File: src/rtl/soqpsk_mod_sequencer.sv
// SOQPSK modulator sequencer: bit-rate timing, IDLE/FLUSH/RUN/DRAIN control, ternary symbol output.
// Define SOQPSK_PRECODE_EN for the SOQPSK precoder; otherwise binary OQPSK symbols (+1/-1) are emitted.
module soqpsk_mod_sequencer (
    input  logic        clk,
    input  logic        reset,
    input  logic        enable,
    input  logic [15:0] bitrateDivider,
    input  logic        modData,
    input  logic        modDataValid,
    input  logic        clrStatus,
    output logic        modClkOut,
    output logic        firNd,
    output logic [2:0]  firSym,
    output logic        running,
    output logic        underflow
);
    typedef enum logic [1:0] {IDLE, FLUSH, RUN, DRAIN} stateT;

    localparam logic [2:0] SYM_POS = 3'b001;
    localparam logic [2:0] SYM_NEG = 3'b111;

    stateT       state;
    logic [15:0] count;
    logic [15:0] reloadVal;
    logic [2:0]  symCount;
    logic        tick;
    logic        symTick;
    logic [2:0]  dataSym;
`ifdef SOQPSK_PRECODE_EN
    logic        aPrev1;
    logic        aPrev2;
    logic        parity;
`endif

    always_comb begin
        reloadVal = (bitrateDivider == '0) ? 16'd1 : bitrateDivider;
        tick      = (state != IDLE) && (count == '0);
        symTick   = tick && !modClkOut;
    end

    always_comb begin
        dataSym = modData ? SYM_POS : SYM_NEG;
`ifdef SOQPSK_PRECODE_EN
        // With +1 stored as 1, the sign of alpha reduces to parity ^ a[k-1] ^ a[k].
        if (modData == aPrev2)
            dataSym = '0;
        else
            dataSym = (parity ^ aPrev1 ^ modData) ? SYM_POS : SYM_NEG;
`endif
    end

`ifdef SOQPSK_PRECODE_EN
    // History only matters in RUN; holding it at -1,-1 / k=0 elsewhere gives the FLUSH entry values.
    always_ff @(posedge clk) begin
        if (!reset || state != RUN) begin
            aPrev1 <= 1'b0;
            aPrev2 <= 1'b0;
            parity <= 1'b0;
        end else if (symTick && enable && modDataValid) begin
            aPrev2 <= aPrev1;
            aPrev1 <= modData;
            parity <= !parity;
        end
    end
`endif

    always_ff @(posedge clk) begin
        if (!reset) begin
            state     <= IDLE;
            count     <= bitrateDivider;
            symCount  <= '0;
            modClkOut <= 1'b0;
            firNd     <= 1'b0;
            firSym    <= '0;
            running   <= 1'b0;
            underflow <= 1'b0;
        end else begin
            firNd <= tick;
            if (tick) begin
                count     <= reloadVal;
                modClkOut <= !modClkOut;
            end else if (state != IDLE) begin
                count <= count - 16'd1;
            end
            if (clrStatus)
                underflow <= 1'b0;

            case (state)
                IDLE: begin
                    count     <= bitrateDivider;
                    modClkOut <= 1'b0;
                    firSym    <= '0;
                    symCount  <= '0;
                    running   <= 1'b0;
                    if (enable)
                        state <= FLUSH;
                end
                FLUSH, RUN: begin
                    if (!enable) begin
                        // A symbol tick coinciding with the drop is the first drain symbol.
                        state    <= DRAIN;
                        running  <= 1'b0;
                        symCount <= symTick ? 3'd1 : 3'd0;
                        if (symTick)
                            firSym <= '0;
                    end else if (symTick) begin
                        if (state == FLUSH) begin
                            firSym   <= '0;
                            symCount <= symCount + 3'd1;
                            if (symCount == 3'd7) begin
                                state   <= RUN;
                                running <= 1'b1;
                            end
                        end else if (modDataValid) begin
                            firSym <= dataSym;
                        end else begin
                            firSym    <= '0;
                            underflow <= 1'b1;
                        end
                    end
                end
                DRAIN: begin
                    if (symTick) begin
                        firSym   <= '0;
                        symCount <= symCount + 3'd1;
                        if (symCount == 3'd7)
                            state <= enable ? FLUSH : IDLE;
                    end
                end
                default: state <= IDLE;
            endcase
        end
    end
endmodule

File: config.mk
export PLATFORM = sky130hd
export DESIGN_NAME = soqpsk_mod_sequencer
export DESIGN_NICKNAME = d
export VERILOG_FILES = /design/src/rtl/soqpsk_mod_sequencer.sv
export SDC_FILE = /design/constraint.sdc
export NUM_CORES = 1
export LEC_CHECK = 0
export ABC_CLOCK_PERIOD_IN_PS = 2270
export BUFFER_PORTS_ARGS = -buffer_cell sky130_fd_sc_hd__buf_2
export CORE_ASPECT_RATIO = 0.75
export CORE_MARGIN = 1
export CORE_UTILIZATION = 54
export CTS_CLUSTER_SIZE = 28
export DETAILED_ROUTE_END_ITERATION = 8
export PLACE_DENSITY = 0.78
export SLEW_MARGIN = 20
export SYNTH_ARGS = -nofsm -noshare
export SYNTH_HDL_FRONTEND = slang
export SYNTH_SLANG_ARGS = --single-unit
export TNS_END_PERCENT = 1
File: constraint.sdc
create_clock -name clk -period 2.27 [get_ports clk]
set_input_delay 0.1135 -clock clk [delete_from_list [all_inputs] [get_ports clk]]
set_output_delay 0.1135 -clock clk [all_outputs]
set_load 0.005 [all_outputs]
After elaboration in Yosys (flattened, before gate mapping) --
Index checks and enable logic that the tools add are counted. W data, S select, Z words.
Word-level totals: register bits after elaboration 28, bits of input ports 22, output and inout port bits 7, logic and storage cells 73
Operators by class: add/sub/neg operators 2, equality and inequality tests 11, muxes and demuxes 38, bitwise operators 1, reduce and logical (&&, ||, !) cells 13
Operator list (number):
- $mux W16 | 5
- $logic_not A16 Y1 | 2
- $mux W3 | 10
- $pmux W3 S3 | 2
- $sub A16 B1 Y16 const B | 1
- $mux W2 | 7
- $mux W1 | 12
- $ne A3 B3 Y1 const B | 3
- $ne A2 B2 Y1 const B | 3
- $pmux W2 S3 | 1
- $reduce_and A6 Y1 | 1
- $eq A2 B2 Y1 const B | 2
- $ne A4 B1 Y1 const B | 1
- $reduce_and A4 Y1 | 1
- $reduce_bool A2 Y1 | 2
- $reduce_or A2 Y1 | 2
- $add A3 B1 Y3 const B | 1
- $eq A3 B3 Y1 const B | 1
- $reduce_and A3 Y1 | 1
- $eq A2 B1 Y1 const B | 1
- $logic_and A1 B1 Y1 | 2
- $logic_not A2 Y1 | 1
- $pmux W1 S2 | 1
- $logic_not A1 Y1 | 1
- $not A1 Y1 | 1

Longest topological paths before layout --
Gate-level depths: netlist of the first run.
depth after elaboration 6, mapped depth 8, mapped depth without buffers 6

Worst setup path before layout of the first run --
Ideal clock, no wire load.
path kind reg-to-reg, from register state[0], to register underflow, library setup time 0.070 ns, arrival 1.855 ns, path slack 0.345 ns, stages on the path, launching flop included 8, path buffers 1, clock period less this slack 1.925 ns, path through dfxtp_1 inv_1 ha_1 nor4b_2 nand4_2 buf_6 or4b_1 a21oi_1
Between the ends: word-level cells in the longest chain between the ends 6
Ends and longest elaborated chain:
- from (decl) | line 22 | stateT state;
- from (signal assigned) | line 127 | state <= enable ? FLUSH : IDLE;
- $reduce_bool A2 Y1 | line 37 | tick = (state != IDLE) && (count == '0);
- $logic_and A1 B1 Y1 | line 37
- $logic_and A1 B1 Y1 | line 38 | symTick = tick && !modClkOut;
- $mux W1 | line 106 | end else if (symTick) begin
- $mux W1 | line 99 | if (!enable) begin
- $mux W1 * | line 88 | case (state)
- to (signal assigned) | line 76 | underflow <= 1'b0;
- to (signal assigned) | line 86 | underflow <= 1'b0;
- to (signal assigned) | line 118 | underflow <= 1'b1;
- to (decl) | line 15 | output logic underflow
Mark *: on every way between the ends. The rest lies on a longest branch, timed or not. A chain may end at the register's enable or synchronous reset.

Worst setup path after layout of the first run --
from register state[0], to register symCount[0]
Between the ends: word-level cells in the longest chain between the ends 6
Ends and longest elaborated chain:
- $reduce_bool A2 Y1 | line 37
- $logic_and A1 B1 Y1 | line 37
- $logic_and A1 B1 Y1 | line 38
- $mux W1 | line 103 | symCount <= symTick ? 3'd1 : 3'd0;
- $mux W3 | line 99
- $pmux W3 S3 | line 88
- to (signal assigned) | line 103
- to (signal assigned) | line 109 | symCount <= symCount + 3'd1;
- to (signal assigned) | line 125 | symCount <= symCount + 3'd1;
- to (decl) | line 25 | logic [2:0] symCount;
Several ways; a longest one is shown, not always the timed one.

==> results of run 1 <==
==> registers in the layout, indices dropped and copies added (netlist names) <==
register / count
count: 16
firSym: 3
symCount: 3
state: 2
firNd: 1
modClkOut: 1
running: 1
underflow: 1
==> synthesized netlist by cell type, types with 2 or more instances <==
library cell and n:
a21boi_0 2, or4_1 5, nand2b_1 4, xor2_1 7
mux2i_1 3, xnor2_1 3, a41o_1 2, nor3_1 3
nand3_1 7, inv_1 6, o22ai_1 2, o21ai_0 5
nor2b_1 2, ha_1 7, o31ai_1 3, nand4_1 2
dfxtp_1 28, o211ai_1 2, nand2_1 10, nor4_4 2
clkbuf_1 9, a21oi_1 29, a31oi_1 5, nor4_1 7
nor2_1 5
==> final timing paths <==
kind / end / startpoint
max: symCount[0]$_SDFFE_PN0P_ / state[0]$_SDFFE_PN0P_
max reg2reg: symCount[0]$_SDFFE_PN0P_ / state[0]$_SDFFE_PN0P_
min reg2reg: underflow$_SDFF_PN0_ / underflow$_SDFF_PN0_
min: count[4]$_DFF_P_ / bitrateDivider[4]
==> kinds of logic (layout without fill, tap and decap cells) <==
group	count (synthesis)	after routing	share of synthesized area, %
AND/OR/NAND/NOR	59	59	24.9
AO/OA/AOI/OAI	55	55	21.1
flip-flops	28	28	35.8
buffers and inverters	16	44	4.32
XOR/XNOR	10	10	5.60
adder cells (fa/ha/maj)	7	7	5.60
multiplexers	4	4	2.64
==> through the flow <==
stage	cell area, um^2	std cells	hold WS, ns
floorplan	1570	179	0.259
global placement	1750	239	0.369
detailed placement	1750	239	0.388
CTS	1810	243	0.0985
global route	1820	243	0.105
finish	1820	243	0.0987
==> routing by layer <==
layer	share of wire, %	global-route usage (%)	vias up
met2	47	41.1	75
met3	8.3	6.13	4
li1	-	-	725
met4	0.34	6.67	0
met5	0	0	-
met1	44	36.0	710
==> cell type report <==
type                    count  area share (%)
flip-flops and latches     28            30.9
well taps                  36            2.48
clock buffers               4            3.03
repair buffers             34            10.2
multi-input cells         135            52.2
inverters                   6            1.24
==> worst max-delay path: stages, from the launching register on <==
cell and delay [ns]:
dfxtp_1 0.41, inv_1 0.06, ha_1 0.23, nor4b_2 0.41, nand4_4 0.27, or4_1 0.57, a21oi_1 0.15
==> report_power, final <==
group	internal [mW]	switching (mW)
sequential	0.616	0.185
combinational	0.315	0.419
clock	0.155	0.153
total	1.09	0.758
==> what timing repair did <==
item                                    CTS  global route
hold endpoints to repair                  0             0
resized for setup                         0             2
endpoints found under the setup margin    0            15
==> flow_metrics.env, run 1 <==
export IMPL_yosys_area_top_type="dfxtp_1"
export IMPL_final_util_pct=67.7
export IMPL_synth_distinct_cells=44
export IMPL_numPortBuffers=28
export IMPL_status="finished clean"
export IMPL_cts_tree="yes"
export IMPL_clk_path_buf_depth=2
export IMPL_cts_root_buf="clkbuf_8"
export IMPL_syn_to_final_growth_pct=16.0
export IMPL_via_count=1514
export IMPL_rsz0062_at_grt="false"
export IMPL_vdd_drop_max_v=0.000547
export IMPL_p_per_area_nw_per_um2=1020
export IMPL_antenna_found_initial=0
export IMPL_total_power_mw=1.84
export IMPL_numCtsBuffers=3
export IMPL_fillers=235
export IMPL_synth_edff_count=0
export IMPL_maxSlewViolCount=0
export IMPL_core_area_um2=2680
export IMPL_place_hpwl_mm=2.79
export IMPL_path_clk_slew_ns=0.09
export IMPL_multi_input_area_um2=947
export IMPL_ys_flop_type="dfxtp_1"
export IMPL_max_slew_margin_pct=61.1
export IMPL_endpoint_kind="flop"
export IMPL_startpoint_type="flop"
export IMPL_die_w_um=64.2
export IMPL_layout_nets=237
export IMPL_period_needed_ns=2.16
export IMPL_maxCapViolCount=0
export IMPL_drive_above_1_share_pct=22.7
export IMPL_ios=29
export IMPL_grt_max_degree=20
export IMPL_min_period_over_period_pct=95.1
export IMPL_die_h_um=48.6
export IMPL_setup_tns_ns=0
export IMPL_avgSynthCellArea_um2=8.74
export IMPL_wl_per_cell_um=15.7
export IMPL_vias_per_cell=6.23
export IMPL_cts_htree_levels=1
export IMPL_drc_errors=0
export IMPL_seq_area_frac_synth_pct=35.8
export IMPL_setup_slack_ns=0.111
export IMPL_firstDrtPassIters=4
export IMPL_detail_route_antenna_nets=0
export IMPL_antenna_cells=0
export IMPL_gp_congestion=0.897
export IMPL_mostFrequentLayoutCells="a21oi_1 (29), dfxtp_1 (28), buf_2 (28), nand2_1 (10)"
export IMPL_yosys_area_top_type_share_pct=35.8
export IMPL_worst_pin_slew_ns=0.578
export IMPL_ys_async_sr_fraction_pct=0
export IMPL_initial_core_util_pct=58.3
export IMPL_ff2ff_setup_slack_ns=0.11
export IMPL_final_seq_area_um2=561
export IMPL_syn_area_um2=1570
export IMPL_rows=16
export IMPL_ys_seq_elements=28
export IMPL_p_leak_nw=0.759
export IMPL_min_path_type="in -> reg"
export IMPL_required_ns=2.48
export IMPL_finalSetupViolCount=0
export IMPL_worst_r2r_cell_count=6
export IMPL_wl_mm=3.82
export IMPL_worst_ep_arrival_time_ns=2.37
export IMPL_post_cts_buffers=0
export IMPL_clock_sinks=28
export IMPL_critPathKind="reg -> reg"
export IMPL_hold_violations=0
export IMPL_hold_path_depth=3
export IMPL_grt_usage_pct=26.1
export IMPL_grt_pass1_wl_mm=6.45
export IMPL_yosysWarnings=0
export IMPL_grt_overflow=0
export IMPL_grt_pass1_vias=1448
export IMPL_die_area_um2=3120
export IMPL_synthCells=179
export IMPL_final_common_cell="a21oi_1"
export IMPL_yosys_top_cells_area="dfxtp_1 (36%), a21oi_1 (9.3%), ha_1 (5.6%)"
export IMPL_clk_latency_ns=0.27
export IMPL_dr_first_iter_drc_count=145
export IMPL_synth_nets=208
export IMPL_post_place_ws_ns=0.175
export IMPL_crit_fanout=15
export IMPL_finalClockSkew_ns=0.00432
export IMPL_hold_buffers=0
export IMPL_timing_fmax_ghz=0.463
(Power assumes the default switching activity.)
==> inputs of run 2 (changes only) <==
Settings changed: RECOVER_POWER set to 25.
==> flow_metrics.env, run 2 (synthesis gave the netlist of run 1 again) <==
export IMPL_required_ns=2.48
export IMPL_dp_cells=239
export IMPL_total_power_mw=1.84
export IMPL_cpMaxStageDelayCell="or4_1"
export IMPL_ctsResizeCount=0
export IMPL_timing_fmax_ghz=0.463
export IMPL_largest_register="count"
export IMPL_via_count=1514
export IMPL_switching_share_pct=41.1
export IMPL_grt_overflow=0
export IMPL_die_w_um=64.2
export IMPL_maxSlewViolCount=0
export IMPL_stdcell_count=243
export IMPL_cts_root_buf="clkbuf_8"
export IMPL_critPathKind="reg -> reg"
export IMPL_ios=29
export IMPL_drive_above_1_share_pct=22.2
export IMPL_gp_congestion=0.897
export IMPL_finalClockSkew_ns=0.00432
export IMPL_cell_internal_pwr_mw=1.09
export IMPL_vias_per_cell=6.23
export IMPL_core_area_um2=2680
export IMPL_cp_num_buf_inv=1
export IMPL_slowest_delay_ns=0.57
export IMPL_layout_nets=237
export IMPL_hold_path_depth=3
export IMPL_grt_pass1_vias=1448
export IMPL_path_clk_slew_ns=0.09
export IMPL_max_slew_margin_pct=61.1
export IMPL_rsz0062_at_grt="false"
export IMPL_r2r_start="state[0]$_SDFFE_PN0P_"
export IMPL_p_seq_share_pct=43.4
export IMPL_numCtsBuffers=3
export IMPL_crit_fanout=15
export IMPL_mostFrequentLayoutCells="a21oi_1 (29), dfxtp_1 (28), buf_2 (27), nand2_1 (10)"
export IMPL_wl_mm=3.82
export IMPL_die_h_um=48.6
export IMPL_clock_sinks=28
export IMPL_startpoint_type="flop"
export IMPL_comb_power_share_pct=39.8
export IMPL_setup_tns_ns=0
export IMPL_ff2ff_setup_slack_ns=0.11
export IMPL_grt_usage_pct=26.1
export IMPL_grt_max_degree=20
export IMPL_min_path_type="in -> reg"
export IMPL_rows=16
export IMPL_final_common_cell="a21oi_1"
export IMPL_worst_r2r_cell_count=6
export IMPL_grt_pass1_wl_mm=6.45
export IMPL_clk_latency_ns=0.27
export IMPL_detail_route_antenna_nets=0
export IMPL_p_per_area_nw_per_um2=1020
export IMPL_vdd_drop_max_v=0.000547
export IMPL_worstHoldStart="bitrateDivider[4]"
export IMPL_firstDrtPassIters=4
export IMPL_dr_first_iter_drc_count=145
export IMPL_worst_pin_slew_ns=0.578
export IMPL_largest_register_ffs=16
export IMPL_cts_htree_levels=1
export IMPL_syn_to_final_growth_pct=15.9
export IMPL_numPortBuffers=28
export IMPL_place_hpwl_mm=2.79
export IMPL_period_needed_ns=2.16
export IMPL_post_cts_buffers=0
export IMPL_status="finished clean"
export IMPL_die_area_um2=3120
export IMPL_cts_tree="yes"
export IMPL_finalSetupViolCount=0
export IMPL_p_switching_mw=0.758
export IMPL_cp_top_family="simple AND/OR/NAND/NOR gates"
export IMPL_maxCapViolCount=0
export IMPL_largestRegisters="count x16, firSym x3, symCount x3"
export IMPL_antenna_cells=0
export IMPL_antenna_found_initial=0
export IMPL_initial_core_util_pct=58.3
export IMPL_regToRegEndpoint="symCount[0]$_SDFFE_PN0P_"
export IMPL_hold_buffers=0
export IMPL_p_clk_share_pct=16.7
export IMPL_clk_path_buf_depth=2
export IMPL_hold_violations=0
export IMPL_critical_path_cell_chain="inv_1 > ha_1 > nor4b_2 > nand4_4 > or4_1 > a21oi_1"
export IMPL_wl_per_cell_um=15.7
export IMPL_hold_path_endpoint="count[4]$_DFF_P_"
export IMPL_drc_errors=0
export IMPL_worst_ep_arrival_time_ns=2.37
export IMPL_p_leak_nw=0.755
export IMPL_min_period_over_period_pct=95.1
export IMPL_endpoint_kind="flop"
==> run 2: layout make-up <==
class,instances,area [um^2]
well taps,36,45.0
multi-input cells,135,947
fillers,235,868
inverters,6,22.5
flip-flops and latches,28,561
clock buffers,4,55.1
repair buffers,34,184
==> run 2: tightest hold or removal path, delay by kind of cell <==
family	cells	cell delay, ns
buf+inv	1	0.09
compound gates	2	0.14
==> run 2: metal layers <==
| layer | up-vias | routed length [um] | track usage [%] |
|---|---|---|---|
| li1 | 725 | - | - |
| met4 | 0 | 13 | 6.67 |
| met2 | 75 | 1790 | 41.1 |
| met1 | 710 | 1700 | 36.0 |
| met3 | 4 | 317 | 6.13 |
| met5 | - | 0 | 0 |
==> run 2: worst max-delay path by stage <==
stage / slack [ns] / startpoint / to / cells past startpoint
CTS: 0.11 / state[0]$_SDFFE_PN0P_ / symCount[0]$_SDFFE_PN0P_ / 6
global placement: 0.25 / state[0]$_SDFFE_PN0P_ / symCount[0]$_SDFFE_PN0P_ / 6
finish: 0.11 / state[0]$_SDFFE_PN0P_ / symCount[0]$_SDFFE_PN0P_ / 6
floorplan: 0.35 / state[0]$_SDFFE_PN0P_ / underflow$_SDFF_PN0_ / 7
global route: 0.02 / state[0]$_SDFFE_PN0P_ / symCount[0]$_SDFFE_PN0P_ / 6
detailed placement: 0.17 / state[0]$_SDFFE_PN0P_ / symCount[0]$_SDFFE_PN0P_ / 6
==> run 2: through the flow <==
stage / hold WS [ns] / util [%] / worst slack (ns) / cell area, um^2
after floorplan: 0.259 / - / 0.345 / 1570
after global placement: 0.369 / 65.3 / 0.248 / 1750
after detailed placement: 0.388 / 65.3 / 0.175 / 1750
after CTS: 0.0985 / 67.3 / 0.111 / 1810
after global routing: 0.105 / 67.6 / 0.0204 / 1810
final: 0.0989 / 67.6 / 0.111 / 1810
==> run 2: power by group through the flow <==
stage          registers [mW]  logic, mW  clock network [mW]
5_1_grt                 0.816      0.815               0.342
2_1_floorplan           0.762      0.535                   0
4_1_cts                 0.794      0.712               0.314
3_3_place_gp            0.791      0.681                   0
3_5_place_dp            0.801      0.705                   0
6_report                0.801      0.734               0.309
